**src/rtl/pow_arb_pkg.sv**
```systemverilog
// pow_arb_pkg: shared state encoding, default widths and a constant clog2
// helper for the pow_arbiter slice (pow_arbiter, rr_picker).
package pow_arb_pkg;

  localparam int DEF_N       = 4;
  localparam int DEF_W       = 32;
  localparam int DEF_TIMEOUT = 1024;

  typedef enum logic [2:0] {
    S_IDLE    = 3'd0,
    S_ISSUE   = 3'd1,
    S_WAIT_LO = 3'd2,
    S_WAIT_HI = 3'd3,
    S_RESP    = 3'd4
  } state_t;

  // Number of bits needed to index 'value' distinct items (value >= 2).
  function automatic int clog2(input int value);
    int result = 0;
    for (int v = value - 1; v > 0; v = v >> 1) begin
      result++;
    end
    return result;
  endfunction

endpackage

```
**src/rtl/rr_picker.sv**
```systemverilog
// rr_picker: combinational round-robin selector. Returns the first asserted
// request found when searching upward from i_ptr, wrapping past N-1 to 0.
module rr_picker
  import pow_arb_pkg::*;
#(
  parameter int N   = DEF_N,
  parameter int IDW = clog2(N)
) (
  input  logic [N-1:0]   i_req,
  input  logic [IDW-1:0] i_ptr,
  output logic [N-1:0]   o_grant,
  output logic [IDW-1:0] o_idx,
  output logic           o_valid
);

  // One spare bit so ptr + offset can exceed N-1 before the wrap.
  logic [IDW:0] w_pos;

  // Walk the N candidate positions in priority order and keep the first hit.
  always_comb begin
    // NOTE: every variable gets a value before any branch so no latch is inferred.
    o_grant = '0;
    o_idx   = '0;
    o_valid = 1'b0;
    w_pos   = '0;
    for (int k = 0; k < N; k++) begin
      w_pos = {1'b0, i_ptr} + (IDW+1)'(k);
      if (w_pos >= (IDW+1)'(N)) begin
        w_pos = w_pos - (IDW+1)'(N);
      end
      if (!o_valid && i_req[w_pos[IDW-1:0]]) begin
        o_valid = 1'b1;
        o_idx   = w_pos[IDW-1:0];
      end
    end
    if (o_valid) begin
      o_grant = {{(N-1){1'b0}}, 1'b1} << o_idx;
    end
  end

endmodule

```
**src/rtl/pow_arbiter.sv**
```systemverilog
// pow_arbiter: shares one a^b mod 2^W engine among N requesters. Requests are
// granted round-robin, sequenced through the engine start/done handshake and
// returned on a single tagged response channel.
// Optional feature: define POW_ARB_TIMEOUT_EN to enable the engine watchdog
// (eng_reset pulse plus resp_err on expiry). Without it the block waits on
// the engine indefinitely and eng_reset/resp_err are tied low.
module pow_arbiter
  import pow_arb_pkg::*;
#(
  parameter int N       = DEF_N,
  parameter int W       = DEF_W,
  parameter int TIMEOUT = DEF_TIMEOUT
) (
  input  logic                  clk,
  input  logic                  reset,
  input  logic [N-1:0]          req_valid,
  output logic [N-1:0]          req_ready,
  input  logic [N*W-1:0]        req_a,
  input  logic [N*W-1:0]        req_b,
  output logic                  resp_valid,
  input  logic                  resp_ready,
  output logic [clog2(N)-1:0]   resp_id,
  output logic [W-1:0]          resp_data,
  output logic                  resp_err,
  output logic                  eng_start,
  output logic [W-1:0]          eng_a,
  output logic [W-1:0]          eng_b,
  input  logic [W-1:0]          eng_result,
  input  logic                  eng_done,
  output logic                  eng_reset,
  output logic                  busy
);

  localparam int IDW = clog2(N);

  state_t         r_state;
  state_t         w_state_nxt;
  logic [IDW-1:0] r_ptr;
  logic [IDW-1:0] r_id;
  logic [W-1:0]   r_a;
  logic [W-1:0]   r_b;
  logic [W-1:0]   r_resp_data;

  logic [N-1:0]   w_grant;
  logic [IDW-1:0] w_gidx;
  logic           w_gvalid;
  logic [W-1:0]   w_sel_a;
  logic [W-1:0]   w_sel_b;
  logic           w_expire;

  rr_picker #(
    .N   (N),
    .IDW (IDW)
  ) u_picker (
    .i_req   (req_valid),
    .i_ptr   (r_ptr),
    .o_grant (w_grant),
    .o_idx   (w_gidx),
    .o_valid (w_gvalid)
  );

  assign w_sel_a = req_a[w_gidx*W +: W];
  assign w_sel_b = req_b[w_gidx*W +: W];

`ifdef POW_ARB_TIMEOUT_EN
  localparam int CW = clog2(TIMEOUT + 1);

  logic [CW-1:0] r_wd_cnt;
  logic          r_resp_err;
  logic          w_waiting;

  assign w_waiting = (r_state == S_WAIT_LO) || (r_state == S_WAIT_HI);
  // A done seen in WAIT_HI wins over an expiry landing in the same cycle.
  assign w_expire  = w_waiting && (r_wd_cnt == CW'(TIMEOUT)) &&
                     !((r_state == S_WAIT_HI) && eng_done);

  // Watchdog: cleared while issuing, counts each cycle spent waiting on the engine.
  always_ff @(posedge clk or negedge reset) begin
    if (!reset) begin
      r_wd_cnt <= '0;
    end else if (r_state == S_ISSUE) begin
      r_wd_cnt <= '0;
    end else if (w_waiting && (r_wd_cnt != CW'(TIMEOUT))) begin
      r_wd_cnt <= r_wd_cnt + 1'b1;
    end
  end

  // Error flag: cleared by a normal completion, set by a watchdog expiry.
  always_ff @(posedge clk or negedge reset) begin
    if (!reset) begin
      r_resp_err <= 1'b0;
    end else if ((r_state == S_WAIT_HI) && eng_done) begin
      r_resp_err <= 1'b0;
    end else if (w_expire) begin
      r_resp_err <= 1'b1;
    end
  end

  assign eng_reset = w_expire;
  assign resp_err  = r_resp_err;
`else
  assign w_expire  = 1'b0;
  assign eng_reset = 1'b0;
  assign resp_err  = 1'b0;
`endif

  // State register; reset drops any in-flight operation.
  always_ff @(posedge clk or negedge reset) begin
    // NOTE: sequential state uses non-blocking assignments so every flop samples pre-edge values.
    if (!reset) begin
      r_state <= S_IDLE;
    end else begin
      r_state <= w_state_nxt;
    end
  end

  // Next-state and handshake outputs derived from the current state.
  always_comb begin
    w_state_nxt = r_state;
    req_ready   = '0;
    eng_start   = 1'b0;
    resp_valid  = 1'b0;
    busy        = 1'b1;
    case (r_state)
      S_IDLE: begin
        busy      = 1'b0;
        req_ready = w_grant;
        if (w_gvalid) begin
          w_state_nxt = S_ISSUE;
        end
      end
      S_ISSUE: begin
        eng_start   = 1'b1;
        w_state_nxt = S_WAIT_LO;
      end
      S_WAIT_LO: begin
        if (w_expire) begin
          w_state_nxt = S_RESP;
        end else if (!eng_done) begin
          w_state_nxt = S_WAIT_HI;
        end
      end
      S_WAIT_HI: begin
        if (eng_done || w_expire) begin
          w_state_nxt = S_RESP;
        end
      end
      S_RESP: begin
        resp_valid = 1'b1;
        if (resp_ready) begin
          w_state_nxt = S_IDLE;
        end
      end
      default: begin
        w_state_nxt = S_IDLE;
      end
    endcase
  end

  // Operand/tag latches, result capture and round-robin pointer update.
  always_ff @(posedge clk or negedge reset) begin
    // NOTE: every datapath register is reset here; outputs read straight from them must be 0 under reset.
    if (!reset) begin
      r_a         <= '0;
      r_b         <= '0;
      r_id        <= '0;
      r_ptr       <= '0;
      r_resp_data <= '0;
    end else begin
      case (r_state)
        S_IDLE: begin
          if (w_gvalid) begin
            r_a  <= w_sel_a;
            r_b  <= w_sel_b;
            r_id <= w_gidx;
          end
        end
        S_WAIT_LO, S_WAIT_HI: begin
          if ((r_state == S_WAIT_HI) && eng_done) begin
            r_resp_data <= eng_result;
          end else if (w_expire) begin
            r_resp_data <= '0;
          end
        end
        S_RESP: begin
          if (resp_ready) begin
            r_ptr <= (r_id == IDW'(N - 1)) ? '0 : r_id + 1'b1;
          end
        end
        default: begin
        end
      endcase
    end
  end

  assign eng_a     = r_a;
  assign eng_b     = r_b;
  assign resp_id   = r_id;
  assign resp_data = r_resp_data;

endmodule

```
**config.mk**
```make
export PLATFORM = sky130hd
export DESIGN_NAME = pow_arbiter
export DESIGN_NICKNAME = d
export VERILOG_FILES = /design/src/rtl/pow_arb_pkg.sv /design/src/rtl/rr_picker.sv /design/src/rtl/pow_arbiter.sv
export SDC_FILE = /design/constraint.sdc
export NUM_CORES = 1
export LEC_CHECK = 0
export CELL_PAD_IN_SITES_DETAIL_PLACEMENT = 0
export CELL_PAD_IN_SITES_GLOBAL_PLACEMENT = 1
export CORE_AREA = 2 2 158 160
export DETAILED_ROUTE_END_ITERATION = 12
export DIE_AREA = 0 0 160 162
export PLACE_DENSITY = 0.85
export SYNTH_ARGS = -nofsm -noshare
export SYNTH_HDL_FRONTEND = slang
export SYNTH_SLANG_ARGS = --single-unit
```
**constraint.sdc**
```tcl
create_clock -name clk -period 6.25 [get_ports clk]
set_input_delay 1.875 -clock clk [delete_from_list [all_inputs] [get_ports clk]]
set_output_delay 1.875 -clock clk [all_outputs]
set_load 0.1 [all_outputs]
```
# [After elaboration in Yosys (flattened, before gate mapping)]
# Cells that the tools add are included.
[word_totals] reg_bits=103 latch_bits=0 mem_bits_rw=0 mem_bits_ro=0 input_bits=296 output_inout_bits=107 wordCells=78 n_memories=0
[classes] add_sub_neg=8 multipliers=0 n_div=0 order_cmp=8 n_eq_ne=9 shift=3 n_mux=31 bitwise_logic=0 n_reduce_logical=13
[op_table] op="indexed part select 128 x 8 -> 32 bit" count=2
[op_table] op="2-to-1 mux 2 bit" count=9
[op_table] op="one-hot mux 3 bit (5 select lines)" count=1
[op_table] op="less-than comparator 2 x 3 -> 1 bit (second input constant)" count=4
[op_table] op="2-to-1 mux 3 bit" count=4
[op_table] op="2-to-1 mux 1 bit" count=11
[op_table] op=">= comparator 3 bit (second input constant)" count=3
[op_table] op="binary-select mux 1 bit (select 2 bit)" count=4
[op_table] op="2-to-1 mux 4 bit" count=2
[op_table] op="subtractor 2 x 1 -> 2 bit (second input constant)" count=4
[op_table] op="adder 2 x 2 -> 3 bit (second input constant)" count=2
[op_table] op="== test 3 x 2 -> 1 bit (second input constant)" count=2
[op_table] op="inequality test 2 bit (second input constant)" count=3
[op_table] op="AND reduction 2 bit" count=3
[op_table] op="logical AND 1 bit" count=4
[op_table] op="AND reduction 4 bit" count=1
[op_table] op="<< shifter 1 x 2 -> 4 bit (first input constant)" count=1
[op_table] op="adder 2 x 1 -> 3 bit (second input constant)" count=1
[op_table] op="== test 3 x 1 -> 1 bit (second input constant)" count=1
[op_table] op="== test 3 bit (second input constant)" count=1
[op_table] op=">= comparator 2 x 3 -> 1 bit (second input constant)" count=1
[op_table] op="logical NOT 1 bit" count=3
[op_table] op="logical NOT 3 bit" count=1
[op_table] op="adder 2 x 1 -> 2 bit (second input constant)" count=1
[op_table] op="other kinds (3)" count=3

# [Longest topological paths before layout]
# Gate-level depths: netlist (run 1).
[depth] ltp_word=17 mapped_depth=8 mapped_depth_nobuf=5

# [Hierarchy]
# Synthesis (run 1) repeated with hierarchy kept, for this count alone.
[unflattened] cells_unflattened=470 area_unflattened_um2=5860.6
[modules_own_cells] mod="pow_arbiter" instances=1 cells_each=438 area_per_inst_um2=5677.9 seq_area_each_um2=2577.5
[modules_own_cells] mod="rr_picker" instances=1 cells_each=32 area_per_inst_um2=182.7 seq_area_each_um2=0.0

# [Worst setup path before layout (run 1)]
# OpenSTA, ideal clock, no wires.
[synth_path] path_type="input to output" startpoint="in req_valid[3]" endpoint="out req_ready[0]" arrival_time_ns=4.066 t_required_ns=4.375 slack_ns=0.309 stages=5 n_path_buf=1 cell_sequence="nand2b_1 a211oi_1 o21bai_1 buf_2 nor2_1"
[synth_between] elab_chain_len=15 word_cells_on_any_way=25 cone_classes="shift: 1; mux: 18; reduce/logical: 6"
[synth_rtl] item="from (decl)" line="pow_arbiter.sv:16" text="input logic [N-1:0] req_valid,"
[synth_rtl] item="binary-select mux 1 bit (select 2 bit)" line="rr_picker.sv:31" text="if (!o_valid && i_req[w_pos[IDW-1:0]]) begin"
[synth_rtl] item="2-to-1 mux 1 bit (not written as such)" line="rr_picker.sv:31"
[synth_rtl] item="2-to-1 mux 1 bit" line="rr_picker.sv:31"
[synth_rtl] item="logical NOT 1 bit" line="rr_picker.sv:31"
[synth_rtl] item="logical AND 1 bit" line="rr_picker.sv:31"
[synth_rtl] item="2-to-1 mux 1 bit" line="rr_picker.sv:31"
[synth_rtl] item="logical NOT 1 bit" line="rr_picker.sv:31"
[synth_rtl] item="logical AND 1 bit" line="rr_picker.sv:31"
[synth_rtl] item="2-to-1 mux 1 bit" line="rr_picker.sv:31"
[synth_rtl] item="logical NOT 1 bit" line="rr_picker.sv:31"
[synth_rtl] item="logical AND 1 bit" line="rr_picker.sv:31"
[synth_rtl] item="2-to-1 mux 2 bit" line="rr_picker.sv:31"
[synth_rtl] item="<< shifter 1 x 2 -> 4 bit" line="rr_picker.sv:37" text="o_grant = {{(N-1){1'b0}}, 1'b1} << o_idx;"
[synth_rtl] item="2-to-1 mux 4 bit (*)" line="rr_picker.sv:36" text="if (o_valid) begin"
[synth_rtl] item="2-to-1 mux 4 bit (*)" line="pow_arbiter.sv:124" text="case (r_state)"
[synth_rtl] item="to (decl)" line="pow_arbiter.sv:17" text="output logic [N-1:0] req_ready,"
# Mark *: on every way between the ends. The rest lies on a longest branch, timed or not. The select of a mux whose other input is x is not followed.

# [Final worst setup path (run 1)]
[layout_path] startpoint="in req_valid[3]" endpoint="out req_ready[3]"
# The elaborated chain is that of the path after synthesis.

==> run summary, run 1 <==
Max-slew headroom: 28.43%
WP data required: 4380 ps
most common cell after layout, fill and taps aside: clkdlybuf4s50_1
Max-cap violations: 0
First-pass DRT Iterations: 6
Final Hold Fails: 0
Final Max Tran Viols: 0
die width: 160 um
Worst R2R Start: r_ptr[1]
clock latency at the later pin of the worst-skew pair: 350 ps
post-route ant nets: 0
H-tree levels: 3
layout cells sized above 1: 16.77%
first-pass GRT wire length: 43610 um
Finished Cell Area: 11260 sq um
Buf/Inv on CP: 2
synth-to-layout area growth: 66.62%
internal power: 2.609 mW
Sw Pwr: 3.974 mW
post-synthesis sequential area ratio: 38.13%
Post-CTS Hold Fix Bufs: 0
initial drt markers: 366
post-synth cell types: 38
die area: 25920 sq um
minimum clock period after layout: 5511 ps
root buf cell: clkbuf_16
Seq pwr share: 18.2%
clock tree buffer depth: 2
min-delay src: eng_a[30]
CTS resizes: 0
Leakage: 4.645 nW
Clk pin slew, worst setup/hold paths: 80 ps
vias in the first global route: 7212
most frequent cells in the layout: 395 x clkdlybuf4s50_1, 103 x dfrtp_1, 67 x nand2_1
clk_skew: 13.80 ps
Die Y: 162 um
Clock power frac: 8.7%
Worst setup SP type: input pin
Synth Cell Area: 6759 sq um
RSZ-0062 raised after global routing: no
crit-path cells: clkdlybuf4s50_1 > nor2b_1 > o21a_2 > nor3_1 > and2_1 > buf_12
initial antenna violation count: 0
combinational power share: 73.1%
area of the core: 24110 sq um
port bufs: 400
CP Capture Type: output pin
WL per Instance: 21.62 um
row cnt: 57
vias per inst: 5.217
final WL: 28540 um
Tot GR Track Use: 21.77%
Net count, final: 1288
outcome: finished clean
Num CTS Buffers: 9
crit share post-route: 88.18%
Tot Pwr: 6.583 mW
hpwl dp: 19760 um
Initial Utilization: 28.04%
Placer Congestion: 0.7971
CP delay by family, top: buffers and inverters
slowest stage delay, CP: 620 ps
via count: 6886
PwrDens: 584.6 nW/um^2
Fmax achieved: 181.4 MHz
synth top area cells: dfrtp_1 38%, mux2i_1 9.5%, o211ai_2 8.9%, o31ai_1 7.1%, nand4_1 5.9%
Sw Share: 60.37%
Setup-failing EPs final: 0
Synth top area share: 38.13%
Setup TNS: 0 ps
Arr. time, crit path: 3640 ps
DRC errors left: 0
clk sinks: 103
pin count of the biggest net entering global routing: 71
Worst-Margin Slew: 1070 ps
slowest CP cell: clkdlybuf4s50_1
Mapped Cells: 642
yosys warns: 0
fillers: 2312
ant diodes: 0
IO Pins: 403
Seq cells post-synth: 103
GRT overflow: 0
Peak supply drop: 0.3249 mV
Critical Path Source: req_valid[3]
CP Class: in2out
worst min path class: reg2reg
CTS tree: yes
Post CTS Setup Buffer Count: 0
area leader, netlist: dfrtp_1
crit-path max FO: 6
Mapped Avg Cell Area: 10.53 sq um
Placed Area: 10970 sq um
[worst paths after layout]
path	endpoint	slack, ps	cells past startpoint
max in group asynchronous	eng_a[3]	3510	2
worst max-delay path	req_ready[3]	740	6
min in group asynchronous	eng_a[14]	1670	1
worst max register to register	eng_b[21]	3460	7
worst min register to register	eng_a[30]	500	2
worst min-delay path	eng_a[30]	500	2
[cell usage after synthesis]
| library cell | instances |
|---|---|
| a21oi_1 | 2 |
| ha_1 | 1 |
| buf_1 | 1 |
| o21ai_0 | 2 |
| nand2b_4 | 1 |
| o211ai_1 | 16 |
| mux2i_1 | 64 |
| a211oi_1 | 1 |
| a21bo_1 | 27 |
| nand2b_1 | 3 |
| a21bo_2 | 37 |
| buf_6 | 10 |
| or4_4 | 1 |
| o21bai_1 | 1 |
| nand2_1 | 67 |
| or3_4 | 1 |
| nor3_1 | 2 |
| nand3_2 | 1 |
| buf_2 | 15 |
| nor2b_1 | 2 |
| and2_1 | 2 |
| o21ai_1 | 1 |
| clkbuf_1 | 47 |
| a21o_1 | 2 |
| nand4_1 | 64 |
| or2_2 | 1 |
| mux2_2 | 34 |
| o211ai_2 | 48 |
| and3_1 | 2 |
| inv_1 | 1 |
| nor3_4 | 1 |
| nor2_1 | 9 |
| o21a_1 | 1 |
| dfrtp_1 | 103 |
| nor3b_1 | 2 |
| conb_1 | 1 |
| buf_4 | 4 |
| o31ai_1 | 64 |
[layer usage]
metal  up-vias  wire (um)  global-route usage (%)
met5         -          0                       0
met4         0        903                   8.681
met3        45       2164                   5.260
met2       343      14010                   37.84
met1      3348      11470                   26.00
li1       3150          -                       -
[registers in the layout, summed over array words and instances (netlist names)]
register   flops
eng_a         32
eng_b         32
r_ptr          2
r_state        3
resp_data     32
resp_id        2
[worst min-delay path: cells and delay by family, from the launching register on]
family / cells / cell delay (ps)
DFF: 1 / 350
and+or+nand+nor: 1 / 60
AOI/OAI and AO/OA: 1 / 60
[logic make-up after synthesis]
group,after synthesis,synth area share (%)
AOI/OAI and AO/OA,202,28.17
other,1,0.05548
and+or+nand+nor,159,12.37
adders and majority gates,1,0.1851
muxes,98,15.14
buffers and inverters,78,5.942
DFF,103,38.13
[power by group through the flow]
stage               sequential (mW)  combinational (mW)  clock [mW]
global route                   1.24                5.00       0.618
floorplan                      3.41                1.36           0
finish                         1.20                4.81       0.572
CTS                            1.20                4.84       0.594
detailed placement             1.21                4.84           0
global placement               1.20                4.81           0
[layout make-up]
| class | instances | area [sq um] | share of cell area, % |
|---|---|---|---|
| Tap cell | 324 | 405.4 | 3.600 |
| Sequential cell | 103 | 2577 | 22.89 |
| Multi-Input combinational cell | 462 | 3837 | 34.07 |
| Inverter | 1 | 3.754 | 0.03333 |
| Timing Repair Buffer | 414 | 4146 | 36.82 |
| Clock inverter | 7 | 66.31 | 0.5888 |
| Clock buffer | 9 | 225.2 | 2.000 |
[per-stage QoR]
| stage | util, % | setup slack, ps | hold WS, ps | instances |
|---|---|---|---|---|
| 6_report | 46.72 | 738.8 | 498.7 | 1320 |
| 5_1_grt | 46.72 | 694.1 | 517.3 | 1320 |
| 4_1_cts | 46.72 | 752.9 | 500.6 | 1320 |
| 3_5_place_dp | 45.51 | 752.9 | 480.9 | 1304 |
| 3_3_place_gp | 45.51 | 782.2 | 478.1 | 1304 |
| 2_1_floorplan | - | 309.4 | 488.6 | 643 |
No activity file was read; power rests on OpenSTA's default activity.
==> run 2, diff against run 1 <==
Settings changed: PLACE_DENSITY 0.85 to unset, PLACE_DENSITY_LB_ADDON set to 0.1.
==> run summary, run 2 (synthesis gave the netlist of run 1 again) <==
crit-path cells: clkdlybuf4s50_1 > or4_4 > nand2b_4 > o21bai_4 > nor2_1 > buf_12
synth-to-layout area growth: 67.20%
most common cell after layout, fill and taps aside: clkdlybuf4s50_1
stages on the worst setup path: 6
fillers: 2366
clk_skew: 15.53 ps
Setup WS pre-CTS: 726.1 ps
hpwl dp: 19550 um
CP Capture Type: output pin
First-pass DRT Iterations: 4
internal power: 2.652 mW
Clock power frac: 9.3%
row cnt: 57
R2R Setup Slk: 3510 ps
slowest stage delay, CP: 600 ps
slowest CP cell: or4_4
Sw Pwr: 3.938 mW
R2R depth: 7
first-pass GRT wire length: 43640 um
Clk pin slew, worst setup/hold paths: 80 ps
Critical Path Source: req_valid[0]
WL per Instance: 21.73 um
clock tree buffer depth: 2
minimum clock period after layout: 5491 ps
Buf/Inv on CP: 2
RSZ-0062 raised after global routing: no
combinational power share: 72.9%
Peak supply drop: 0.2971 mV
WP data required: 4380 ps
setup ws final: 758.9 ps
Final Hold Fails: 0
Final Max Tran Viols: 0
CTS tree: yes
PwrDens: 583.1 nW/um^2
root buf cell: clkbuf_16
Arr. time, crit path: 3620 ps
vias in the first global route: 7098
initial antenna violation count: 3
Post CTS Setup Buffer Count: 0
Worst setup SP type: input pin
port bufs: 400
Util after Layout: 46.88%
Net count, final: 1291
Fmax achieved: 182.1 MHz
CTS resizes: 0
Leakage: 4.663 nW
worst min path class: reg2reg
Placed Area: 10990 sq um
CP delay by family, top: simple AND/OR/NAND/NOR gates
Seq pwr share: 17.9%
Die Y: 162 um
most frequent cells in the layout: 395 x clkdlybuf4s50_1, 103 x dfrtp_1, 67 x nand2_1
pin count of the biggest net entering global routing: 66
clk sinks: 103
Max-slew headroom: 27.52%
initial drt markers: 281
crit share post-route: 87.86%
Tot GR Track Use: 21.81%
die area: 25920 sq um
area of the core: 24110 sq um
via count: 6650
R2R Path End: eng_a[14]
Worst R2R Start: r_ptr[1]
crit path to: req_ready[0]
Tot Pwr: 6.589 mW
final WL: 28820 um
Finished Cell Area: 11300 sq um
CP Class: in2out
Initial Utilization: 28.04%
Max-cap violations: 0
vias per inst: 5.015
H-tree levels: 3
Sw Share: 59.76%
Num CTS Buffers: 9
clock latency at the later pin of the worst-skew pair: 360 ps
DRC errors left: 0
IO Pins: 403
die width: 160 um
layout cells sized above 1: 16.92%
Placer Congestion: 0.7585
Post-CTS Hold Fix Bufs: 0
outcome: finished clean
Setup-failing EPs final: 0
GRT overflow: 0
Worst-Margin Slew: 1084 ps
crit-path max FO: 10
Setup TNS: 0 ps
post-route ant nets: 0
-- run 2: cell types whose count changed in the layout (fill, tap and decap cells not counted), sizes merged --
cell and change:
buf +3, diode +3, clkinv -1, bufinv +1
-- run 2: cell type report --
class                   count  area [sq um]  share of cell area (%)
repair buffers            417          4169                   36.89
well taps                 324         405.4                   3.587
diodes                      3         7.507                 0.06643
multi-input cells         462          3835                   33.94
inverters                   1         3.754                 0.03322
flip-flops and latches    103          2577                   22.81
clock buffers               9         225.2                   1.993
clock inverters             7         77.57                  0.6865
-- run 2: routing by layer --
| layer | global-route usage, % | part of all wire [%] |
|---|---|---|
| met1 | 26.53 | 42 |
| met2 | 37.86 | 49 |
| met3 | 5.516 | 6.9 |
| met4 | 7.166 | 2.2 |
| met5 | 0 | 0 |
-- run 2: how the worst min path moves through the flow --
stage / start / end / slack (ps) / depth (start not counted)
6_report: eng_a[24] / eng_a[24] / 500 / 2
3_3_place_gp: eng_b[24] / eng_b[24] / 480 / 2
4_1_cts: eng_a[24] / eng_a[24] / 500 / 2
5_1_grt: eng_b[30] / eng_b[30] / 510 / 2
3_5_place_dp: eng_a[24] / eng_a[24] / 480 / 2
2_1_floorplan: r_state[2] / r_state[0] / 490 / 1
-- run 2: metrics by stage --
stage / hold WS [ps] / cells
4_1_cts: 501.5 / 1323
3_5_place_dp: 482.1 / 1307
6_report: 497.6 / 1326
2_1_floorplan: 488.6 / 643
3_3_place_gp: 479.2 / 1307
5_1_grt: 512.7 / 1326
-- run 2: power groups by stage --
stage | Sequential [mW] | Clock [mW] | Combinational (mW)
2_1_floorplan | 3.41 | 0 | 1.36
3_3_place_gp | 1.18 | 0 | 4.82
6_report | 1.18 | 0.611 | 4.80
4_1_cts | 1.18 | 0.631 | 4.84
5_1_grt | 1.22 | 0.657 | 4.99
3_5_place_dp | 1.19 | 0 | 4.84
-- run 2: worst reg2reg max path, cell delays in order (launching register included) --
cell,delay [ps]
dfrtp_1,440
nand2b_1,220
a21o_2,260
nand3_4,170
buf_4,440
buf_4,630
mux2i_1,360
o211ai_2,90
==> run 3, diff against run 2 <==
Settings changed: PLACE_DENSITY set to 0.9, PLACE_DENSITY_LB_ADDON 0.1 to unset.
==> run summary, run 3 (synthesis gave the netlist of run 1 again) <==
outcome: finished clean
Setup TNS: 0 ps
most frequent cells in the layout: 395 x clkdlybuf4s50_1, 103 x dfrtp_1, 67 x nand2_1
Fmax achieved: 185.1 MHz
worst min path class: reg2reg
Buf/Inv on CP: 3
Net count, final: 1289
crit-path max FO: 6
Post-CTS Hold Fix Bufs: 0
Worst-Margin Slew: 1095 ps
layout cells sized above 1: 16.75%
die width: 160 um
PwrDens: 582.8 nW/um^2
Placer Congestion: 0.7927
post-route ant nets: 0
first-pass GRT wire length: 41140 um
port bufs: 400
most common cell after layout, fill and taps aside: clkdlybuf4s50_1
vias per inst: 5.200
row cnt: 57
Leakage: 4.656 nW
clk_skew: 13.95 ps
synth-to-layout area growth: 66.88%
CP delay by family, top: buffers and inverters
CTS resizes: 0
fillers: 2334
WL per Instance: 20.83 um
Worst setup SP type: input pin
final WL: 27540 um
Max-slew headroom: 27.00%
GRT overflow: 0
busiest grt layer: met2
Setup WS pre-CTS: 847.1 ps
vias in the first global route: 6982
Tot GR Track Use: 20.30%
via count: 6874
initial drt markers: 242
Final Hold Fails: 0
root buf cell: clkbuf_16
minimum clock period after layout: 5403 ps
crit-path cells: clkdlybuf4s50_1 > nand2b_1 > a211oi_1 > buf_4 > o21bai_4 > nor2_1 > buf_12
First-pass DRT Iterations: 4
Post CTS Setup Buffer Count: 0
met3 usage: 5.388%
clock tree buffer depth: 2
initial antenna violation count: 1
clk sinks: 103
Peak supply drop: 0.3328 mV
Initial Utilization: 28.04%
Setup-failing EPs final: 0
slowest stage delay, CP: 530 ps
DRC errors left: 0
RSZ-0062 raised after global routing: no
crit share post-route: 86.45%
Final Max Tran Viols: 0
CTS tree: yes
area of the core: 24110 sq um
GR Util met2: 35.42%
clock latency at the later pin of the worst-skew pair: 350 ps
CP Capture Type: output pin
IO Pins: 403
pin count of the biggest net entering global routing: 68
die area: 25920 sq um
hpwl dp: 19040 um
Die Y: 162 um
H-tree levels: 3
WP data required: 4380 ps
slowest CP cell: clkdlybuf4s50_1
Clk pin slew, worst setup/hold paths: 80 ps
R2R Setup Slk: 3880 ps
CP Class: in2out
M1 GR Usage: 24.27%
setup ws final: 846.6 ps
Arr. time, crit path: 3530 ps
Max-cap violations: 0
Num CTS Buffers: 9
-- run 3: cell type report --
cell class	count	area, sq um	share of cell area, %
Tap cell	324	405.4	3.594
Timing Repair Buffer	415	4154	36.83
Inverter	1	3.754	0.03328
Antenna cell	1	2.502	0.02219
Multi-Input combinational cell	462	3835	34.00
Clock buffer	10	239.0	2.119
Clock inverter	6	62.56	0.5546
Sequential cell	103	2577	22.85
-- run 3: where the power goes --
group | switching (mW) | internal (mW) | leakage (nW)
sequential | 0.191 | 0.999 | 1.26
clock | 0.289 | 0.293 | 0.148
combinational | 3.47 | 1.33 | 3.25
total | 3.95 | 2.62 | 4.66
-- run 3: worst reg2reg max path, delay by kind of cell (launching register included) --
kind | cells | cell delay (ps)
buffers and inverters | 2 | 1000
AO/OA/AOI/OAI | 3 | 480
AND/OR/NAND/NOR | 1 | 230
flip-flops | 1 | 510
-- run 3: worst paths after layout --
path | start | end | cells after the start
setup / recovery | req_valid[3] | req_ready[1] | 7
hold / removal | eng_a[5] | eng_a[5] | 2
setup reg to reg | r_ptr[0] | eng_b[2] | 6
hold reg to reg | eng_a[5] | eng_a[5] | 2
max in group asynchronous | reset | eng_a[18] | 2
min in group asynchronous | reset | resp_data[4] | 1
-- run 3: through the flow --
step	instance area, sq um	hold slack, ps	utilization [%]	total power [mW]	instances
after floorplan	6763	488.6	-	4.773	643
after global placement	10980	477.9	45.53	5.969	1305
after detailed placement	10980	480.9	45.53	6.029	1305
after CTS	11280	499.3	46.78	6.626	1321
after global routing	11280	513.8	46.79	6.834	1322
final	11280	494.7	46.79	6.574	1322
-- run 3: routing by layer --
layer / routed length, um / vias to the layer above
met5: 0 / -
met1: 10920 / 3363
met3: 1998 / 44
met2: 13850 / 316
li1: - / 3151
met4: 775 / 0
==> RTL change: new RTL, config.mk and constraints of run 3 <==
Add a define of `POW_ARB_TIMEOUT_EN`.
--- a/src/rtl/pow_arbiter.sv
+++ b/src/rtl/pow_arbiter.sv
@@ -4,6 +4,8 @@
 // Optional feature: define POW_ARB_TIMEOUT_EN to enable the engine watchdog
 // (eng_reset pulse plus resp_err on expiry). Without it the block waits on
 // the engine indefinitely and eng_reset/resp_err are tied low.
+`define POW_ARB_TIMEOUT_EN
+
 module pow_arbiter
   import pow_arb_pkg::*;
 #(
Function: same outputs for any inputs over 4 cycles, from zero or initial values and one cycle with reset low; that may be too few to reach the edited logic, so the function may still have changed.
==> RTL change against run 3 <==
Worst setup slack got worse by 74 ps. Power is 1.9% higher. Final area decreased by 0.97%. Non-clock buffer count shrank 2. Final cell count is 8.8% higher. Register-to-register slack lost 620 ps. Sequential cell count grew 12. Hold slack lost 9.5 ps. Largest cell class unchanged. Area after synthesis is 7.2% lower. First-iteration DRC count is 52% higher. Synthesized cell count up 13%. Critical endpoint is now req_ready[3]. Via count grew 0.63%. Critical path depth fell by 2. Wire length decreased by 8.1%.
==> RTL change: results (changes against run 3) <==
R2R Path Start - r_ptr[1] (was r_ptr[0])
Initial antenna violation count - 0 (was 1)
Worst-path maximum fanout - 6 (unchanged)
Antenna cells - 0 (was 1)
Final nets - 1400 (was 1289)
Post-CTS setup buffer count - 0 (unchanged)
Status - finished, final reports clean (unchanged)
Fillers - 2349 (was 2334)
Number of gates resized after cts - 0 (unchanged)
Setup Skew - 15.7 ps (was 14.0 ps)
Critical R2R Capture - eng_b[14] (was eng_b[2])
Pleak - 5.07 nW (was 4.66 nW)
WHS Endpoint - eng_b[31] (was eng_a[5])
Wire length per cell - 17.6 microns (was 20.8 microns)
Total track usage - 0.192 (was 0.203)
Hold depth - 1 (was 2)
Share of layout cells above drive strength 1 - 0.0583 (was 0.168)
R2R setup slack - 3260 ps (was 3880 ps)
Setup TNS - 0 ps (unchanged)
Worst reg2reg path depth - 6 (unchanged)
GPL Wtd Cong - 0.875 (was 0.793)
Synth warn - 0 (unchanged)
Vias in the first global route - 7160 (was 6982)
Drt initial violations - 369 (was 242)
Worst-Margin Slew - 1070 ps (was 1100 ps)
Seq/Total Area, Yosys - 0.459 (was 0.381)
WL met1 - 10700 microns (was 10900 microns)
Wire length on met3 - 1940 microns (was 2000 microns)
Bufs on Longest Clock Path - 2 (unchanged)
Clock Latency Late Sink - 420 ps (was 350 ps)
Largest net degree at the start of global routing - 77 (was 68)
Post-synth top cells - nand2_1 (240), dfrtp_1 (115), a21oi_1 (114) (was dfrtp_1 (103), nand2_1 (67), mux2i_1 (64), nand4_1 (64), o31ai_1 (64))
Htree depth - 4 (was 3)
Distinct cell type count after synthesis - 45 (was 38)
Hold Crit Start - eng_b[31] (was eng_a[5])
Async SR Flop Fraction - 1.00 (unchanged)
DR pass1 iterations - 5 (was 4)
Met2 wire len - 12000 microns (was 13800 microns)
Syn nets - 1024
Synth area leaders - dfrtp_1 (46%), nand2_1 (14%), a21oi_1 (9.1%) (was dfrtp_1 (38%), mux2i_1 (9.5%), o211ai_2 (8.9%))
Post-DP HPWL - 17600 microns (was 19000 microns)
IO buf count - 402 (was 400)
Vias per inst - 4.81 (was 5.20)
Worst EP arrival - 3600 ps (was 3530 ps)
Highest routed metal layer - met4 (unchanged)
Worst-path clk slew - 60 ps (was 80 ps)
First-pass GRT wire length - 39100 microns (was 41100 microns)
Tightest Hold Check Type - reg -> reg (unchanged)
Max VDD drop - 468 uV (was 333 uV)
Number of CTS-inserted buffers - 17 (was 9)
==> RTL change: cell count changes after synthesis, sizes merged, moves of 12 or more <==
cell    change
o211ai     -63
mux2i      -45
clkbuf     -25
a21oi     +112
mux2       -31
a211o      +55
nor2       +12
a21bo      -64
a22o       +32
o31ai      -64
dfrtp      +12
nand4      -64
nand2     +173
==> RTL change: cell families after synthesis <==
logic type      Yosys count  share of synthesized area
simple gates            290                      0.189
flops                   115                      0.459
buf+inv                  63                     0.0553
xor+xnor                  8                     0.0112
mux                      22                     0.0363
fa+ha+maj                 3                    0.00599
compound gates          224                      0.243
==> RTL change: where the power goes <==
group / internal (mW) / leakage, nW / switching, mW
Sequential: 1.07 / 1.45 / 0.207
Clock: 0.654 / 0.293 / 0.394
Combinational: 1.18 / 3.32 / 3.19
==> RTL change: worst max-delay path, stage by stage <==
cell	delay, ps
clkdlybuf4s50_1	560
a21boi_1	360
o221ai_4	180
nor4_2	400
buf_12	220
==> RTL change: layout make-up <==
cell class / instances / area, sq um / area share
clock buffer: 19 / 453 / 0.0405
clock inverter: 13 / 173 / 0.0155
inverter: 7 / 26.3 / 0.00235
multi-input combinational: 547 / 3090 / 0.277
sequential: 115 / 2880 / 0.258
tap: 324 / 405 / 0.0363
timing repair buffer: 413 / 4140 / 0.371
==> RTL change: metal layers <==
| metal | GRT usage | vias up |
|---|---|---|
| li1 | - | 3281 |
| met1 | 0.232 | 3280 |
| met2 | 0.323 | 311 |
| met3 | 0.0559 | 45 |
| met4 | 0.0737 | 0 |
| met5 | 0 | - |
==> RTL change: through the flow <==
step	worst slack, ps	std cells	cell area (sq um)	utilization	hold WS (ps)
floorplan	26.9	725	6280	-	497
global placement	768	1406	10500	0.437	468
detailed placement	771	1406	10500	0.437	473
CTS	767	1438	11200	0.463	488
global route	685	1438	11200	0.463	496
finish	773	1438	11200	0.463	485
==> RTL change: how the worst max path moves through the flow <==
stage / startpoint / endpoint / cells past startpoint
after floorplan: req_valid[1] / req_ready[3] / 5
after global placement: req_valid[1] / req_ready[3] / 5
after detailed placement: req_valid[1] / req_ready[3] / 5
after CTS: req_valid[1] / req_ready[3] / 5
after global routing: req_valid[1] / req_ready[3] / 5
final: req_valid[1] / req_ready[3] / 5
